## config.mk

```make
export PLATFORM = sky130hd
export DESIGN_NAME = ysyx_25020037_lsu_flat
export DESIGN_NICKNAME = d
export VERILOG_FILES = /design/src/rtl/ysyx_25020037_lsu_if.sv /design/src/rtl/ysyx_25020037_lsu.sv /design/src/flat_wrapper.sv
export SDC_FILE = /design/constraint.sdc
export NUM_CORES = 1
export LEC_CHECK = 0
export ABC_AREA = 1
export CORE_MARGIN = 5
export CORE_UTILIZATION = 45
export DETAILED_ROUTE_END_ITERATION = 8
export PLACE_DENSITY_LB_ADDON = 0.3
export SLEW_MARGIN = 20
export SYNTH_ARGS = -nofsm -noshare
export SYNTH_HDL_FRONTEND = slang
export SYNTH_SLANG_ARGS = --single-unit
```

## constraint.sdc

```tcl
create_clock -name clk -period 13.5 [get_ports clk]
set_clock_uncertainty 0.2 [all_clocks]
set_input_delay 2.7 -clock clk [delete_from_list [all_inputs] [get_ports clk]]
set_output_delay 2.7 -clock clk [all_outputs]
set_load 0.005 [all_outputs]
```

## src/rtl/ysyx_25020037_lsu_if.sv

```systemverilog
// AXI4-Lite-style data-memory port used by the load/store unit.
// The LSU side is the master; the memory side is the slave.
interface ysyx_25020037_lsu_if #(
    parameter int unsigned ADDR_W = 32,
    parameter int unsigned DATA_W = 32
);
    logic [ADDR_W-1:0]   araddr;
    logic                arvalid;
    logic                arready;
    logic [DATA_W-1:0]   rdata;
    logic [1:0]          rresp;
    logic                rvalid;
    logic                rready;
    logic [ADDR_W-1:0]   awaddr;
    logic                awvalid;
    logic                awready;
    logic [DATA_W-1:0]   wdata;
    logic [DATA_W/8-1:0] wstrb;
    logic                wvalid;
    logic                wready;
    logic [1:0]          bresp;
    logic                bvalid;
    logic                bready;

    modport master (
        output araddr, arvalid, rready, awaddr, awvalid, wdata, wstrb, wvalid, bready,
        input  arready, rdata, rresp, rvalid, awready, wready, bresp, bvalid
    );

    modport slave (
        input  araddr, arvalid, rready, awaddr, awvalid, wdata, wstrb, wvalid, bready,
        output arready, rdata, rresp, rvalid, awready, wready, bresp, bvalid
    );
endinterface

```

## src/rtl/ysyx_25020037_lsu.sv

```systemverilog
// Load/store stage: one EXU instruction at a time, at most one data-memory access,
// result handed to WBU as {address, raw word}. All outputs come straight from flops.
module ysyx_25020037_lsu #(
    parameter int unsigned ADDR_W = 32,
    parameter int unsigned DATA_W = 32
) (
    input  logic                     clk,
    input  logic                     rst,
    input  logic                     exu_valid,
    output logic                     lsu_ready,
    input  logic                     inst_l,
    input  logic                     inst_s,
    input  logic [2:0]               lw_lh_lb,
    input  logic [DATA_W-1:0]        alu_result,
    input  logic [DATA_W-1:0]        store_data,
    output logic                     lsu_valid,
    input  logic                     wbu_ready,
    output logic [ADDR_W+DATA_W-1:0] lu_to_wu_bus,
    output logic                     lsu_err,
    ysyx_25020037_lsu_if.master      axi
);
    typedef enum logic [2:0] {StIdle, StRaddr, StRdata, StWreq, StWresp, StDone} state_e;

    state_e                    state_q, state_d;
    logic [ADDR_W-1:0]         addr_q, addr_d;
    logic                      ready_q, ready_d;
    logic                      valid_q, valid_d;
    logic                      err_q, err_d;
    logic [ADDR_W+DATA_W-1:0]  bus_q, bus_d;
    logic                      arvalid_q, arvalid_d;
    logic [ADDR_W-1:0]         araddr_q, araddr_d;
    logic                      rready_q, rready_d;
    logic                      awvalid_q, awvalid_d;
    logic [ADDR_W-1:0]         awaddr_q, awaddr_d;
    logic                      wvalid_q, wvalid_d;
    logic [DATA_W-1:0]         wdata_q, wdata_d;
    logic [DATA_W/8-1:0]       wstrb_q, wstrb_d;
    logic                      bready_q, bready_d;

    logic                      is_byte, is_half, is_word, misaligned;
    logic [DATA_W/8-1:0]       strb_base;

    // Any size code other than byte/half is treated as a word access.
    assign is_byte    = (lw_lh_lb == 3'b001);
    assign is_half    = (lw_lh_lb == 3'b010);
    assign is_word    = !is_byte && !is_half;
    assign misaligned = (is_half && alu_result[0]) || (is_word && (alu_result[1:0] != 2'b00));
    assign strb_base  = is_byte ? 4'b0001 : (is_half ? 4'b0011 : 4'b1111);

    always_comb begin
        state_d   = state_q;
        addr_d    = addr_q;
        ready_d   = ready_q;
        valid_d   = valid_q;
        err_d     = err_q;
        bus_d     = bus_q;
        arvalid_d = arvalid_q;
        araddr_d  = araddr_q;
        rready_d  = rready_q;
        awvalid_d = awvalid_q;
        awaddr_d  = awaddr_q;
        wvalid_d  = wvalid_q;
        wdata_d   = wdata_q;
        wstrb_d   = wstrb_q;
        bready_d  = bready_q;
        unique case (state_q)
            StIdle: begin
                if (exu_valid && ready_q) begin
                    ready_d = 1'b0;
                    err_d   = 1'b0;
                    addr_d  = alu_result[ADDR_W-1:0];
                    if (inst_l || inst_s) begin
                        if (misaligned) begin
                            // Faulting access never reaches the bus.
                            state_d = StDone;
                            valid_d = 1'b1;
                            err_d   = 1'b1;
                            bus_d   = {alu_result[ADDR_W-1:0], {DATA_W{1'b0}}};
                        end else if (inst_l) begin
                            state_d   = StRaddr;
                            arvalid_d = 1'b1;
                            araddr_d  = {alu_result[ADDR_W-1:2], 2'b00};
                        end else begin
                            state_d   = StWreq;
                            awvalid_d = 1'b1;
                            wvalid_d  = 1'b1;
                            awaddr_d  = {alu_result[ADDR_W-1:2], 2'b00};
                            wdata_d   = store_data << {alu_result[1:0], 3'b000};
                            wstrb_d   = strb_base << alu_result[1:0];
                        end
                    end else begin
                        state_d = StDone;
                        valid_d = 1'b1;
                        bus_d   = {alu_result[ADDR_W-1:0], alu_result};
                    end
                end
            end
            StRaddr: begin
                if (axi.arready) begin
                    arvalid_d = 1'b0;
                    rready_d  = 1'b1;
                    state_d   = StRdata;
                end
            end
            StRdata: begin
                if (axi.rvalid) begin
                    rready_d = 1'b0;
                    valid_d  = 1'b1;
                    err_d    = (axi.rresp != 2'b00);
                    bus_d    = {addr_q, axi.rdata};
                    state_d  = StDone;
                end
            end
            StWreq: begin
                // Address and data channels complete independently, in either order.
                awvalid_d = awvalid_q && !axi.awready;
                wvalid_d  = wvalid_q && !axi.wready;
                if (!awvalid_d && !wvalid_d) begin
                    bready_d = 1'b1;
                    state_d  = StWresp;
                end
            end
            StWresp: begin
                if (axi.bvalid) begin
                    bready_d = 1'b0;
                    valid_d  = 1'b1;
                    err_d    = (axi.bresp != 2'b00);
                    bus_d    = {addr_q, {DATA_W{1'b0}}};
                    state_d  = StDone;
                end
            end
            StDone: begin
                if (wbu_ready) begin
                    valid_d = 1'b0;
                    ready_d = 1'b1;
                    err_d   = 1'b0;
                    state_d = StIdle;
                end
            end
            default: state_d = StIdle;
        endcase
    end

    always_ff @(posedge clk or posedge rst) begin
        if (rst) begin
            state_q   <= StIdle;
            addr_q    <= '0;
            ready_q   <= 1'b1;
            valid_q   <= 1'b0;
            err_q     <= 1'b0;
            bus_q     <= '0;
            arvalid_q <= 1'b0;
            araddr_q  <= '0;
            rready_q  <= 1'b0;
            awvalid_q <= 1'b0;
            awaddr_q  <= '0;
            wvalid_q  <= 1'b0;
            wdata_q   <= '0;
            wstrb_q   <= '0;
            bready_q  <= 1'b0;
        end else begin
            state_q   <= state_d;
            addr_q    <= addr_d;
            ready_q   <= ready_d;
            valid_q   <= valid_d;
            err_q     <= err_d;
            bus_q     <= bus_d;
            arvalid_q <= arvalid_d;
            araddr_q  <= araddr_d;
            rready_q  <= rready_d;
            awvalid_q <= awvalid_d;
            awaddr_q  <= awaddr_d;
            wvalid_q  <= wvalid_d;
            wdata_q   <= wdata_d;
            wstrb_q   <= wstrb_d;
            bready_q  <= bready_d;
        end
    end

    assign lsu_ready    = ready_q;
    assign lsu_valid    = valid_q;
    assign lsu_err      = err_q;
    assign lu_to_wu_bus = bus_q;
    assign axi.arvalid  = arvalid_q;
    assign axi.araddr   = araddr_q;
    assign axi.rready   = rready_q;
    assign axi.awvalid  = awvalid_q;
    assign axi.awaddr   = awaddr_q;
    assign axi.wvalid   = wvalid_q;
    assign axi.wdata    = wdata_q;
    assign axi.wstrb    = wstrb_q;
    assign axi.bready   = bready_q;
endmodule
```

## src/flat_wrapper.sv

```systemverilog
// flat-port wrapper written by rule: the top's interface ports become plain ports
module ysyx_25020037_lsu_flat 
#(
    parameter int unsigned ADDR_W = 32,
    parameter int unsigned DATA_W = 32
)
  (clk, rst, exu_valid, lsu_ready, inst_l, inst_s, lw_lh_lb, alu_result, store_data, lsu_valid, wbu_ready, lu_to_wu_bus, lsu_err, axi_araddr, axi_arvalid, axi_rready, axi_awaddr, axi_awvalid, axi_wdata, axi_wstrb, axi_wvalid, axi_bready, axi_arready, axi_rdata, axi_rresp, axi_rvalid, axi_awready, axi_wready, axi_bresp, axi_bvalid);
  ysyx_25020037_lsu_if #(.ADDR_W(ADDR_W), .DATA_W(DATA_W)) axi_i ();
  input  logic clk;
  input  logic rst;
  input  logic exu_valid;
  output logic lsu_ready;
  input  logic inst_l;
  input  logic inst_s;
  input  logic [2:0] lw_lh_lb;
  input  logic [DATA_W-1:0] alu_result;
  input  logic [DATA_W-1:0] store_data;
  output logic lsu_valid;
  input  logic wbu_ready;
  output logic [ADDR_W+DATA_W-1:0] lu_to_wu_bus;
  output logic lsu_err;
  output wire logic [$bits(axi_i.araddr)-1:0] axi_araddr;
  output wire logic [$bits(axi_i.arvalid)-1:0] axi_arvalid;
  output wire logic [$bits(axi_i.rready)-1:0] axi_rready;
  output wire logic [$bits(axi_i.awaddr)-1:0] axi_awaddr;
  output wire logic [$bits(axi_i.awvalid)-1:0] axi_awvalid;
  output wire logic [$bits(axi_i.wdata)-1:0] axi_wdata;
  output wire logic [$bits(axi_i.wstrb)-1:0] axi_wstrb;
  output wire logic [$bits(axi_i.wvalid)-1:0] axi_wvalid;
  output wire logic [$bits(axi_i.bready)-1:0] axi_bready;
  input wire logic [$bits(axi_i.arready)-1:0] axi_arready;
  input wire logic [$bits(axi_i.rdata)-1:0] axi_rdata;
  input wire logic [$bits(axi_i.rresp)-1:0] axi_rresp;
  input wire logic [$bits(axi_i.rvalid)-1:0] axi_rvalid;
  input wire logic [$bits(axi_i.awready)-1:0] axi_awready;
  input wire logic [$bits(axi_i.wready)-1:0] axi_wready;
  input wire logic [$bits(axi_i.bresp)-1:0] axi_bresp;
  input wire logic [$bits(axi_i.bvalid)-1:0] axi_bvalid;
  assign axi_araddr = axi_i.araddr;
  assign axi_arvalid = axi_i.arvalid;
  assign axi_rready = axi_i.rready;
  assign axi_awaddr = axi_i.awaddr;
  assign axi_awvalid = axi_i.awvalid;
  assign axi_wdata = axi_i.wdata;
  assign axi_wstrb = axi_i.wstrb;
  assign axi_wvalid = axi_i.wvalid;
  assign axi_bready = axi_i.bready;
  assign axi_i.arready = axi_arready;
  assign axi_i.rdata = axi_rdata;
  assign axi_i.rresp = axi_rresp;
  assign axi_i.rvalid = axi_rvalid;
  assign axi_i.awready = axi_awready;
  assign axi_i.wready = axi_wready;
  assign axi_i.bresp = axi_bresp;
  assign axi_i.bvalid = axi_bvalid;
  ysyx_25020037_lsu #(.ADDR_W(ADDR_W), .DATA_W(DATA_W)) u_core (.clk(clk), .rst(rst), .exu_valid(exu_valid), .lsu_ready(lsu_ready), .inst_l(inst_l), .inst_s(inst_s), .lw_lh_lb(lw_lh_lb), .alu_result(alu_result), .store_data(store_data), .lsu_valid(lsu_valid), .wbu_ready(wbu_ready), .lu_to_wu_bus(lu_to_wu_bus), .lsu_err(lsu_err), .axi(axi_i));
endmodule
```

Word-level counts from Yosys, hierarchy flattened
Cells that the tools add are included.
{"block": "word_totals", "output_inout_bits": 172, "input_bits": 114, "reg_bits": 203}
{"block": "op_classes", "eq_ne": 18, "shift": 2, "n_bitwise": 2, "n_mux": 52, "reduce_logical": 38}
{"operator": "2-to-1 mux 64 bit", "count": 5}
{"operator": "one-hot mux 64 bit (3 select lines)", "count": 1}
{"operator": "<< shifter 32 x 5 -> 32 bit", "count": 1}
{"operator": "2-to-1 mux 1 bit", "count": 26}
{"operator": "AND reduction 5 bit", "count": 5}
{"operator": "2-to-1 mux 3 bit", "count": 8}
{"operator": "one-hot mux 3 bit (6 select lines)", "count": 1}
{"operator": "AND reduction 6 bit", "count": 3}
{"operator": "nonzero test 2 bit", "count": 8}
{"operator": "!= test 2 bit, second input constant", "count": 7}
{"operator": "one-hot mux 1 bit (2 select lines)", "count": 6}
{"operator": "equality test 3 x 2 -> 1 bit, second input constant", "count": 3}
{"operator": "AND reduction 3 bit", "count": 3}
{"operator": "2-to-1 mux 4 bit", "count": 2}
{"operator": "one-hot mux 1 bit (4 select lines)", "count": 2}
{"operator": "logical AND 1 bit", "count": 7}
{"operator": "equality test 3 x 1 -> 1 bit, second input constant", "count": 2}
{"operator": "equality test 3 bit, second input constant", "count": 2}
{"operator": "zero test 1 bit", "count": 6}
{"operator": "!= test 2 x 1 -> 1 bit, second input constant", "count": 3}
{"operator": "nonzero test 4 bit", "count": 1}
{"operator": "<< shifter 4 x 2 -> 4 bit", "count": 1}
{"operator": "zero test 3 bit", "count": 1}
{"operator": "!= test 3 x 2 -> 1 bit, second input constant", "count": 1}
{"operator": "5 further kinds", "count": 7}

Depth between registers and ports, before layout
Gate-level depths: netlist of the first run.
{"block": "depth", "ltp_word": 9, "depth_mapped": 11}

Least setup slack after synthesis of the first run
Ideal clock, no wire load.
{"block": "synth_timing", "path_kind": "input-to-reg", "start": "input port alu_result[1]", "end": "register u_core.bus_q[3], in the netlist u_core.lu_to_wu_bus[3]", "stages": 11, "t_arrival_ps": 3748, "slack_ps": 9430, "setup_ps": 122, "cell_sequence": "buf_2 > inv_1 > nand2_1 > nand3_1 > nand3_2 > nand2_2 > buf_6 > buf_6 > buf_8 > nand2_2 > o21ai_2"}
{"block": "synth_via", "elab_chain_cells": 5}
{"item": "start, declared", "line": "flat_wrapper.sv:16", "source": "input logic [DATA_W-1:0] alu_result;"}
{"item": "nonzero test 2 bit", "line": "ysyx_25020037_lsu.sv:47", "source": "assign misaligned = (is_half && alu_result[0]) || (is_word && (alu_result[1:0] != 2'b00));"}
{"item": "logical AND 1 bit", "line": "ysyx_25020037_lsu.sv:47"}
{"item": "logical OR 1 bit", "line": "ysyx_25020037_lsu.sv:47"}
{"item": "!= test 3 x 2 -> 1 bit (no line)"}
{"item": "AND reduction 5 bit (no line)"}
{"item": "end signal, assigned", "line": "ysyx_25020037_lsu.sv:167", "source": "bus_q <= bus_d;"}
{"item": "end, declared", "line": "ysyx_25020037_lsu.sv:29", "source": "logic [ADDR_W+DATA_W-1:0] bus_q, bus_d;"}
Every way passes these cells.
A chain may end at the register's enable or synchronous reset.

Final worst setup path of the first run
{"block": "layout_timing", "start": "input port alu_result[1]", "end": "register u_core.bus_q[31], in the netlist u_core.lu_to_wu_bus[31]"}
The elaborated chain is that of the path after synthesis.

==> summary.txt, run 1 <==
Dpl hpwl - 20100 µm
Top cell type's share of synthesized area - 54.3%
DRT Pass-1 Iters - 5
Number of max-cap violations - 0
P per Cell Area - 216 nW/µm²
Worst endpoint required time - 13.64 ns
Seq/Total Area, Yosys - 54.6%
Filler cells - 1807
CTS Sinks - 203
GP Congestion - 0.915
Initial antenna violation count - 0
Reg2Reg Launch Point - u_core.state_q[2]
Peak supply drop - 0.106 mV
Worst Path Max Fanout - 83
Reg2Reg Depth - 7
Syn avg cell area - 8.32 µm²
Synth Cell Area - 9300 µm²
Antenna-violating nets left - 0
Top cells by area, synth - dfrtp_1 (54%), nand2_1 (14%), o21ai_0 (8.4%)
Worst-Margin Slew - 1.01 ns
Static Leak - 6.11 nW
Max Slew Vio Count - 0
Detailed-route via count - 8434
Setup Fix Bufs, Post-CTS - 0
Fmax - 168 MHz
Worst skew pair latency - 0.50 ns
Row count - 52
Worst Setup SP - alu_result[1]
Worst Hold Launch - u_core.axi.awaddr[8]
Post-route DRC - 0
CTS Buf Count - 22
Clock Tree Root - clkbuf_16
Core area - 20300 µm²
Initial Utilization - 45.8%
Ant diodes - 0
Setup crit end kind - flip-flop
Final period util - 44.2%
Cells after synthesis - 1118
WP data arrival - 6.10 ns
Worst Hold Class - reg2reg
Total global routing overflow - 0
Final Critical Period - 5.96 ns
Port bufs - 281
Largest net degree at the start of global routing - 84
First-pass GRT wire length - 45900 µm
Outcome - completed
Hold path depth - 2
Die footprint - 23600 µm²
Commonest non-fill, non-tap cell in the layout - nand2_1
Slew margin rel. - 32.8%
Critical path type - in2reg
Hold_buf cts - 0
Final wirelength - 28800 µm
YS warnings - 0
Die H - 154 µm
Final Hold Viols - 0
Io pins - 286
#FFs+latches synth - 203
RSZ-0062 raised after global routing - false
CTS Buffer Depth - 3
CTS tree - done
Startpoint Class - input pin
Die W - 154 µm
Starting DRT DRC Count - 538
Setup Viol. Count Final - 0
Commonest non-fill, non-tap cells in the layout - nand2_1 (346), clkdlybuf4s50_1 (281), dfrtp_1 (202)
Clock-pin slew on the worst setup and hold paths - 0.06 ns
TNS Setup - 0 ns
Fraction of layout cells with a size suffix above 1 - 5.75%
Yosys cell types - 30
Layout area overhead - 38.8%
Yosys top cell by area - dfrtp_1
WL per Instance - 17.5 µm
Resized cells post-CTS - 0
Worst hold margin - 0.278 ns
Nets@finish - 1471
CTS H-tree lvls - 1
Vias in the first global route - 8302
GR Util All Layers - 23.8%
Via/cell ratio - 5.13
## Yosys cell counts, drive strengths merged
library cell  number
nand2            357
dfrtp            202
o21ai            167
nand3             80
inv               72
nor2              57
buf               45
a21oi             43
clkbuf            34
a21boi            32
nor3               9
o211ai             8
nand4              6
nand3b             2
a22oi              1
conb               1
dfstp              1
o21bai             1
## layout make-up
type                            count  area [µm²]  share of cell area [%]
Timing Repair Buffer              291        2890                    22.4
Clock inverter                     12         179                    1.39
Tap cell                          270         338                    2.62
Multi-Input combinational cell    767        3550                    27.5
Clock buffer                       28         603                    4.67
Inverter                           72         278                    2.15
Sequential cell                   203        5080                    39.3
## routing by layer
layer / up-vias / part of all wire, % / track usage, %
met5: - / 0 / 0
met4: 0 / 2.7 / 6.52
met3: 51 / 8.3 / 5.87
met2: 329 / 46 / 38.2
met1: 3953 / 43 / 32.4
li1: 4101 / - / -
## worst max-delay path: stages
cell and delay, ns:
clkdlybuf4s50_1 0.89, inv_1 0.66, nand2_1 0.20, nand3_1 0.15, nand3_2 0.14, nand2_4 0.40
buf_4 0.69, o21ai_0 0.23
## path summary, 6_finish.rpt
path | slack (ns) | to
max | 7.54 | u_core.lu_to_wu_bus[31]
min | 0.28 | u_core.axi.awaddr[8]
max reg2reg | 10.68 | u_core.lu_to_wu_bus[31]
min reg2reg | 0.28 | u_core.axi.awaddr[8]
max in group asynchronous | 8.61 | u_core.addr_q[11]
min in group asynchronous | 2.46 | u_core.axi.awaddr[23]
## registers in the layout (all words and copies together) (netlist names)
name,count
u_core.axi.awaddr,30
u_core.axi.arvalid,1
u_core.state_q,3
u_core.axi.wstrb,4
u_core.axi.rready,1
u_core.axi.awvalid,1
u_core.lsu_err,1
u_core.axi.wvalid,1
u_core.axi.wdata,32
u_core.axi.araddr,30
u_core.lsu_ready,1
u_core.lsu_valid,1
u_core.axi.bready,1
u_core.lu_to_wu_bus,64
u_core.addr_q,32
## power by group
part           switching, mW  internal [mW]  leakage, nW  total (mW)
logic                  0.578          0.547         3.08        1.12
registers              0.155          0.862         2.64        1.02
clock network          0.249          0.395        0.387       0.644
total                  0.981           1.80         6.11        2.78
## logic make-up (layout without fill, tap and decap cells)
group | after synthesis | after routing | share of synthesized area [%]
buf+inv | 151 | 403 | 7.59
other cells | 1 | 4 | 0.0403
simple gates | 511 | 511 | 22.7
compound gates | 252 | 252 | 15.1
flops | 203 | 203 | 54.6
## through the flow
| stage | utilization [%] | worst slack, ns | area [µm²] | instances | power, mW |
|---|---|---|---|---|---|
| 6_report | 63.6 | 7.54 | 12900 | 1643 | 2.78 |
| 5_1_grt | 63.6 | 7.23 | 12900 | 1643 | 2.98 |
| 4_1_cts | 63.6 | 7.54 | 12900 | 1643 | 2.81 |
| 3_5_place_dp | 59.7 | 7.03 | 12100 | 1603 | 2.15 |
| 3_3_place_gp | 59.7 | 7.22 | 12100 | 1603 | 2.12 |
| 2_1_floorplan | - | 5.06 | 9310 | 1121 | 1.58 |
Note: power is estimated with default switching activity, not from simulation.
==> inputs of run 2 (changes only) <==
CORE_UTILIZATION = 43   (was 45)
clock period = 5.45 ns   (was 13.5 ns; I/O delays follow)
==> run 2 against run 1 <==
Via count is 0.36% lower. Non-clock buffer count is 3 higher. First-iteration DRC count is 16% lower. Register-to-register slack worse by 8.1 ns. Sequential share of layout area is 0.19 points higher. Clock power is 120% higher. Worst setup slack worse by 5.9 ns. Largest cell class unchanged.
==> summary.txt, run 2 (same netlist as run 1, synthesis figures left out) <==
Number of buffers and inverters on the critical path - 4 (was 3)
DRT Pass-1 Iters - 5 (unchanged)
Slew margin rel. - 28.0% (was 32.8%)
Clock power share - 20.8% (was 23.1%)
Vias in the first global route - 8256 (was 8302)
Cell area after layout - 12900 µm² (about the same)
Total power - 6.69 mW (was 2.78 mW)
GP Congestion - 0.935 (was 0.915)
CTS tree - done (unchanged)
Placed cell area - 12200 µm² (was 12100 µm²)
Finished Core Util - 60.8% (was 63.6%)
Layout area overhead - 38.1% (was 38.8%)
Ant diodes - 0 (unchanged)
CTS H-tree lvls - 1 (unchanged)
Final Hold Viols - 0 (unchanged)
CP max-delay cell - nand2_4 (was clkdlybuf4s50_1)
P_sw - 2.39 mW (was 0.981 mW)
Worst Path Max Fanout - 104 (was 83)
Starting DRT DRC Count - 452 (was 538)
Nets@finish - 1474 (was 1471)
Die W - 157 µm (was 154 µm)
Met3 wire len - 2310 µm (was 2390 µm)
Row count - 53 (was 52)
Setup Viol. Count Final - 0 (unchanged)
Detailed-route via count - 8404 (was 8434)
Initial antenna violation count - 0 (unchanged)
TNS Setup - 0 ns (unchanged)
Final period util - 70.3%
Max Slew Vio Count - 0 (unchanged)
Number of max-cap violations - 0 (unchanged)
Worst-Margin Slew - 1.08 ns (was 1.01 ns)
Worst Hold Class - reg2reg (unchanged)
Critical path type - in2reg (unchanged)
CP top delay family - buffers and inverters (unchanged)
Static Leak - 6.07 nW (was 6.11 nW)
Initial Utilization - 44.0% (was 45.8%)
GR Util All Layers - 22.6% (was 23.8%)
Antenna-violating nets left - 0 (unchanged)
Total global routing overflow - 0 (unchanged)
Seq. cell area - 5080 µm² (unchanged)
Final wirelength - 28800 µm (about the same)
Hold_buf cts - 0 (unchanged)
Peak supply drop - 0.359 mV (was 0.106 mV)
Clock Tree Root - clkbuf_16 (unchanged)
WP data arrival - 4.00 ns (was 6.10 ns)
Commonest non-fill, non-tap cells in the layout - nand2_1 (346), clkdlybuf4s50_1 (281), dfrtp_1 (202) (unchanged)
Cell mode on critical path - buf_4
Die H - 157 µm (was 154 µm)
Dpl hpwl - 20100 µm (about the same)
Via/cell ratio - 5.10 (was 5.13)
Combinational cell fraction of total power - 41.8% (was 40.4%)
Clock-pin slew on the worst setup and hold paths - 0.06 ns (about the same)
Wl on met1 - 12700 µm (was 12300 µm)
DR WL met2 - 13300 µm (was 13400 µm)
CTS Sinks - 203 (unchanged)
Sw Share - 35.7% (was 35.2%)
Setup Fix Bufs, Post-CTS - 0 (unchanged)
CTS Buf Count - 22 (unchanged)
Resized cells post-CTS - 0 (unchanged)
Setup crit end kind - flip-flop (unchanged)
Max layer used - met4 (unchanged)
RSZ-0062 raised after global routing - false (unchanged)
Largest net degree at the start of global routing - 105 (was 84)
Outcome - completed (unchanged)
Port bufs - 281 (unchanged)
Critical Path Max Stage Delay - 0.76 ns (was 0.89 ns)
Startpoint Class - input pin (unchanged)
First-pass GRT wire length - 44700 µm (was 45900 µm)
P per Cell Area - 521 nW/µm² (was 216 nW/µm²)
Filler cells - 1858 (was 1807)
Crit-path cells - clkdlybuf4s50_1, buf_4, inv_1, nand2_1, nand3_1, nand3_2, nand2_4, buf_4, o21ai_0 (was clkdlybuf4s50_1, inv_1, nand2_1, nand3_1, nand3_2, nand2_4, buf_4, o21ai_0)
Fmax - 261 MHz
Commonest non-fill, non-tap cell in the layout - nand2_1 (unchanged)
Worst endpoint required time - 5.62 ns (was 13.64 ns)
WL per Instance - 17.5 µm (about the same)
Cell internal pwr - 4.30 mW (was 1.80 mW)
Final Critical Period - 3.83 ns
Worst skew pair latency - 0.50 ns (about the same)
Footprint of the multi-input gates - 3550 µm² (unchanged)
Max reg flops - 64 (unchanged)
Die footprint - 24700 µm² (was 23600 µm²)
Io pins - 286 (unchanged)
Fraction of layout cells with a size suffix above 1 - 5.39% (was 5.75%)
Post-route DRC - 0 (unchanged)
Sequential share of power - 37.5% (was 36.5%)
Core area - 21200 µm² (was 20300 µm²)
CTS Buffer Depth - 3 (unchanged)
==> run 2: changes by cell type in the layout (fill, tap and decap cells not counted) <==
cell	previous run	this run
clkinvlp_4	0	1
inv_8	1	0
clkinv_4	2	0
clkbuf_1	3	7
clkbuf_8	3	1
clkinv_2	5	4
bufinv_16	4	1
buf_12	0	3
==> run 2: final cells by class <==
type	instances	share of cell area (%)
clock buffer	30	4.60
clock inverter	6	0.516
inverter	72	2.13
multi-input combinational	767	27.6
sequential	203	39.5
tap	275	2.68
timing repair buffer	294	22.9
==> run 2: path summary, 6_finish.rpt <==
check | from | endpoint | slack, ns | cells past startpoint
setup / recovery | alu_result[1] | u_core.lu_to_wu_bus[26] | 1.62 | 9
hold reg to reg | u_core.axi.awaddr[24] | u_core.axi.awaddr[24] | 0.28 | 2
max in group asynchronous | rst | u_core.axi.araddr[5] | 3.40 | 4
setup reg to reg | u_core.state_q[2] | u_core.lu_to_wu_bus[26] | 2.63 | 7
min in group asynchronous | rst | u_core.axi.awaddr[29] | 0.73 | 2
hold / removal | u_core.axi.awaddr[24] | u_core.axi.awaddr[24] | 0.28 | 2
==> run 2: power by group through the flow <==
stage / sequential [mW] / clock, mW / combinational, mW
floorplan: 2.50 / 0 / 1.41
global placement: 2.51 / 0 / 2.75
detailed placement: 2.51 / 0 / 2.82
CTS: 2.51 / 1.41 / 2.84
global route: 2.58 / 1.47 / 3.12
finish: 2.51 / 1.39 / 2.80
==> run 2: tightest hold or removal path, cell delays in order, from the launching register on <==
cell     delay, ns
dfrtp_1       0.34
nand2_1       0.05
nand2_1       0.05
==> run 2: metrics by stage <==
stage | hold WS (ns) | setup slack [ns] | std cells
2_1_floorplan | 0.253 | 1.53 | 1121
3_3_place_gp | 0.261 | 1.24 | 1610
3_5_place_dp | 0.264 | 1.13 | 1610
4_1_cts | 0.281 | 1.64 | 1646
5_1_grt | 0.297 | 1.39 | 1647
6_report | 0.279 | 1.62 | 1647
==> run 2: routing by layer <==
| layer | vias to the layer above | track usage [%] |
|---|---|---|
| met3 | 34 | 5.22 |
| met1 | 3959 | 31.2 |
| met5 | - | 0 |
| met2 | 318 | 36.9 |
| met4 | 0 | 4.63 |
| li1 | 4093 | - |
==> inputs of run 3 (changes only) <==
CORE_UTILIZATION = 45   (was 43)
clock period = 3.8 ns   (was 5.45 ns; I/O delays follow)
==> run 3 against run 2 <==
Worst setup slack worse by 0.43 ns. Wire length is 0.16% lower. Clock-buffer cell count rose by 3. Critical path depth down 2. Combinational power up 44%. Clock power rose by 47%. Largest power group unchanged. Total power rose by 45%. Sequential share of layout area shrank 0.21 points. Die area is 4.2% lower. First-iteration DRC count is 15% higher. Core utilization up 2.9 points.
==> summary.txt, run 3 (same netlist as run 1, synthesis figures left out) <==
Reg2Reg Depth - 7 (unchanged)
Hold-critical path endpoint - u_core.axi.awaddr[9] (was u_core.axi.awaddr[24])
TNS Setup - 0 ns (unchanged)
Largest net degree at the start of global routing - 112 (was 105)
Clock-pin slew on the worst setup and hold paths - 0.06 ns (about the same)
Initial Utilization - 45.8% (was 44.0%)
WL per Instance - 17.4 µm (was 17.5 µm)
Startpoint Class - flip-flop (was input pin)
Port bufs - 281 (unchanged)
RSZ-0062 raised after global routing - false (unchanged)
Worst-Margin Slew - 1.04 ns (was 1.08 ns)
Die footprint - 23600 µm² (was 24700 µm²)
Clock power share - 21.0% (was 20.8%)
Final Hold Viols - 0 (unchanged)
Cell internal pwr - 6.26 mW (was 4.30 mW)
Nets@finish - 1480 (was 1474)
GR Util All Layers - 23.7% (was 22.6%)
Static Leak - 6.10 nW (was 6.07 nW)
Max reg flops - 64 (unchanged)
First-pass GRT wire length - 45800 µm (was 44700 µm)
Outcome - completed (unchanged)
Die H - 154 µm (was 157 µm)
Final Critical Period - 2.61 ns
Total global routing overflow - 0 (unchanged)
R2R Path End - u_core.lu_to_wu_bus[7] (was u_core.lu_to_wu_bus[26])
CP max-delay cell - inv_1 (was nand2_4)
Starting DRT DRC Count - 522 (was 452)
Via/cell ratio - 5.16 (was 5.10)
Row count - 52 (was 53)
Critical path type - reg2reg (was in2reg)
CTS Sinks - 203 (unchanged)
P_sw - 3.43 mW (was 2.39 mW)
Worst Hold Class - reg2reg (unchanged)
Sw Share - 35.4% (was 35.7%)
Post-route DRC - 0 (unchanged)
Placed cells - 1612 (was 1610)
Cell mode on critical path - nand2_1 (was buf_4)
Detailed-route via count - 8521 (was 8404)
Initial antenna violation count - 0 (unchanged)
Setup Fix Bufs, Post-CTS - 0 (unchanged)
Hold_buf cts - 0 (unchanged)
Worst Path Max Fanout - 24 (was 104)
Commonest non-fill, non-tap cells in the layout - nand2_1 (346), clkdlybuf4s50_1 (281), dfrtp_1 (202) (unchanged)
CTS H-tree lvls - 1 (unchanged)
Hold path depth - 2 (unchanged)
CTS Buffer Depth - 3 (unchanged)
P per Cell Area - 750 nW/µm² (was 521 nW/µm²)
Setup crit end kind - flip-flop (unchanged)
Vias in the first global route - 8248 (was 8256)
Io pins - 286 (unchanged)
WP data arrival - 2.82 ns (was 4.00 ns)
Setup Viol. Count Final - 0 (unchanged)
DRT Pass-1 Iters - 5 (unchanged)
Fmax - 383 MHz
Ant diodes - 0 (unchanged)
CTS tree - done (unchanged)
Antenna-violating nets left - 0 (unchanged)
Final period util - 68.7%
Worst skew pair latency - 0.50 ns (about the same)
Worst Setup SP - u_core.state_q[2] (was alu_result[1])
Worst Hold Launch - u_core.axi.awaddr[9] (was u_core.axi.awaddr[24])
R2R setup slack - 1.19 ns (was 2.63 ns)
Max Slew Vio Count - 0 (unchanged)
Clock Tree Root - clkbuf_16 (unchanged)
Dpl hpwl - 20100 µm (about the same)
Layout area overhead - 38.9% (was 38.1%)
Final wirelength - 28800 µm (about the same)
GP Congestion - 0.915 (was 0.935)
Slew margin rel. - 30.9% (was 28.0%)
Core area - 20300 µm² (was 21200 µm²)
Fraction of layout cells with a size suffix above 1 - 5.80% (was 5.39%)
Commonest non-fill, non-tap cell in the layout - nand2_1 (unchanged)
Peak supply drop - 0.431 mV (was 0.359 mV)
Reg2Reg Launch Point - u_core.state_q[2] (unchanged)
Final non-filler cell total - 1650 (was 1647)
Crit-path cells - nor2_4, nand2_1, inv_1, buf_4, nand2_1, a21boi_0, o21ai_0 (was clkdlybuf4s50_1, buf_4, inv_1, nand2_1, nand3_1, nand3_2, nand2_4, buf_4, o21ai_0)
Sequential share of power - 37.3% (was 37.5%)
Number of max-cap violations - 0 (unchanged)
Worst endpoint required time - 4.01 ns (was 5.62 ns)
Combinational cell fraction of total power - 41.7% (was 41.8%)
CTS Buf Count - 22 (unchanged)
Die W - 154 µm (was 157 µm)
Resized cells post-CTS - 0 (unchanged)
Critical Path Max Stage Delay - 0.77 ns (was 0.76 ns)
[run 3: cell count changes in the layout (fill, tap and decap cells not counted), sizes merged]
cell	change
clkbuf	+3
clkinv	-1
buf	+6
[run 3: routing by layer]
layer / GRT usage [%] / share of wire, % / vias to the layer above
met3: 5.93 / 9.0 / 54
li1: - / - / 4121
met1: 33.2 / 43 / 3989
met2: 36.5 / 45 / 357
met5: 0 / 0 / -
met4: 7.23 / 3.2 / 0
[run 3: through the flow]
stage | util [%] | power [mW] | setup WS (ns) | instance area, µm² | hold slack, ns
final | 63.6 | 9.69 | 1.19 | 12900 | 0.277
after global routing | 63.6 | 10.4 | 0.989 | 12900 | 0.294
after CTS | 63.6 | 9.79 | 1.19 | 12900 | 0.280
after detailed placement | 60.3 | 7.69 | 0.751 | 12200 | 0.265
after global placement | 60.3 | 7.60 | 0.821 | 12200 | 0.263
after floorplan | - | 5.60 | 0.211 | 9320 | 0.253
[run 3: worst max-delay path: cells and delay by family (launching register included)]
kind | cells | cell delay (ns)
AOI/OAI and AO/OA | 2 | 0.30
buffers and inverters | 2 | 1.09
DFF | 1 | 0.49
and+or+nand+nor | 3 | 0.42
[run 3: area by class of cell]
cell class | count | area (µm²)
fill | 1782 | 7380
sequential | 203 | 5080
multi-input combinational | 767 | 3550
timing repair buffer | 300 | 3010
clock buffer | 33 | 623
tap | 270 | 338
inverter | 72 | 274
clock inverter | 5 | 50.0
[run 3: power by group through the flow]
stage	sequential, mW	combinational [mW]	clock, mW
after floorplan	3.58	2.02	0
after global placement	3.63	3.98	0
after detailed placement	3.62	4.07	0
after CTS	3.61	4.09	2.08
after global routing	3.72	4.50	2.18
final	3.61	4.04	2.04
[run 3: how the worst max path moves through the flow]
| stage | end | slack, ns | depth (start not counted) |
|---|---|---|---|
| floorplan | u_core.addr_q[0] | 0.21 | 1 |
| global placement | u_core.lu_to_wu_bus[17] | 0.82 | 7 |
| detailed placement | u_core.lu_to_wu_bus[18] | 0.75 | 8 |
| CTS | u_core.lu_to_wu_bus[10] | 1.19 | 7 |
| global route | u_core.lu_to_wu_bus[7] | 0.99 | 7 |
| finish | u_core.lu_to_wu_bus[7] | 1.19 | 7 |
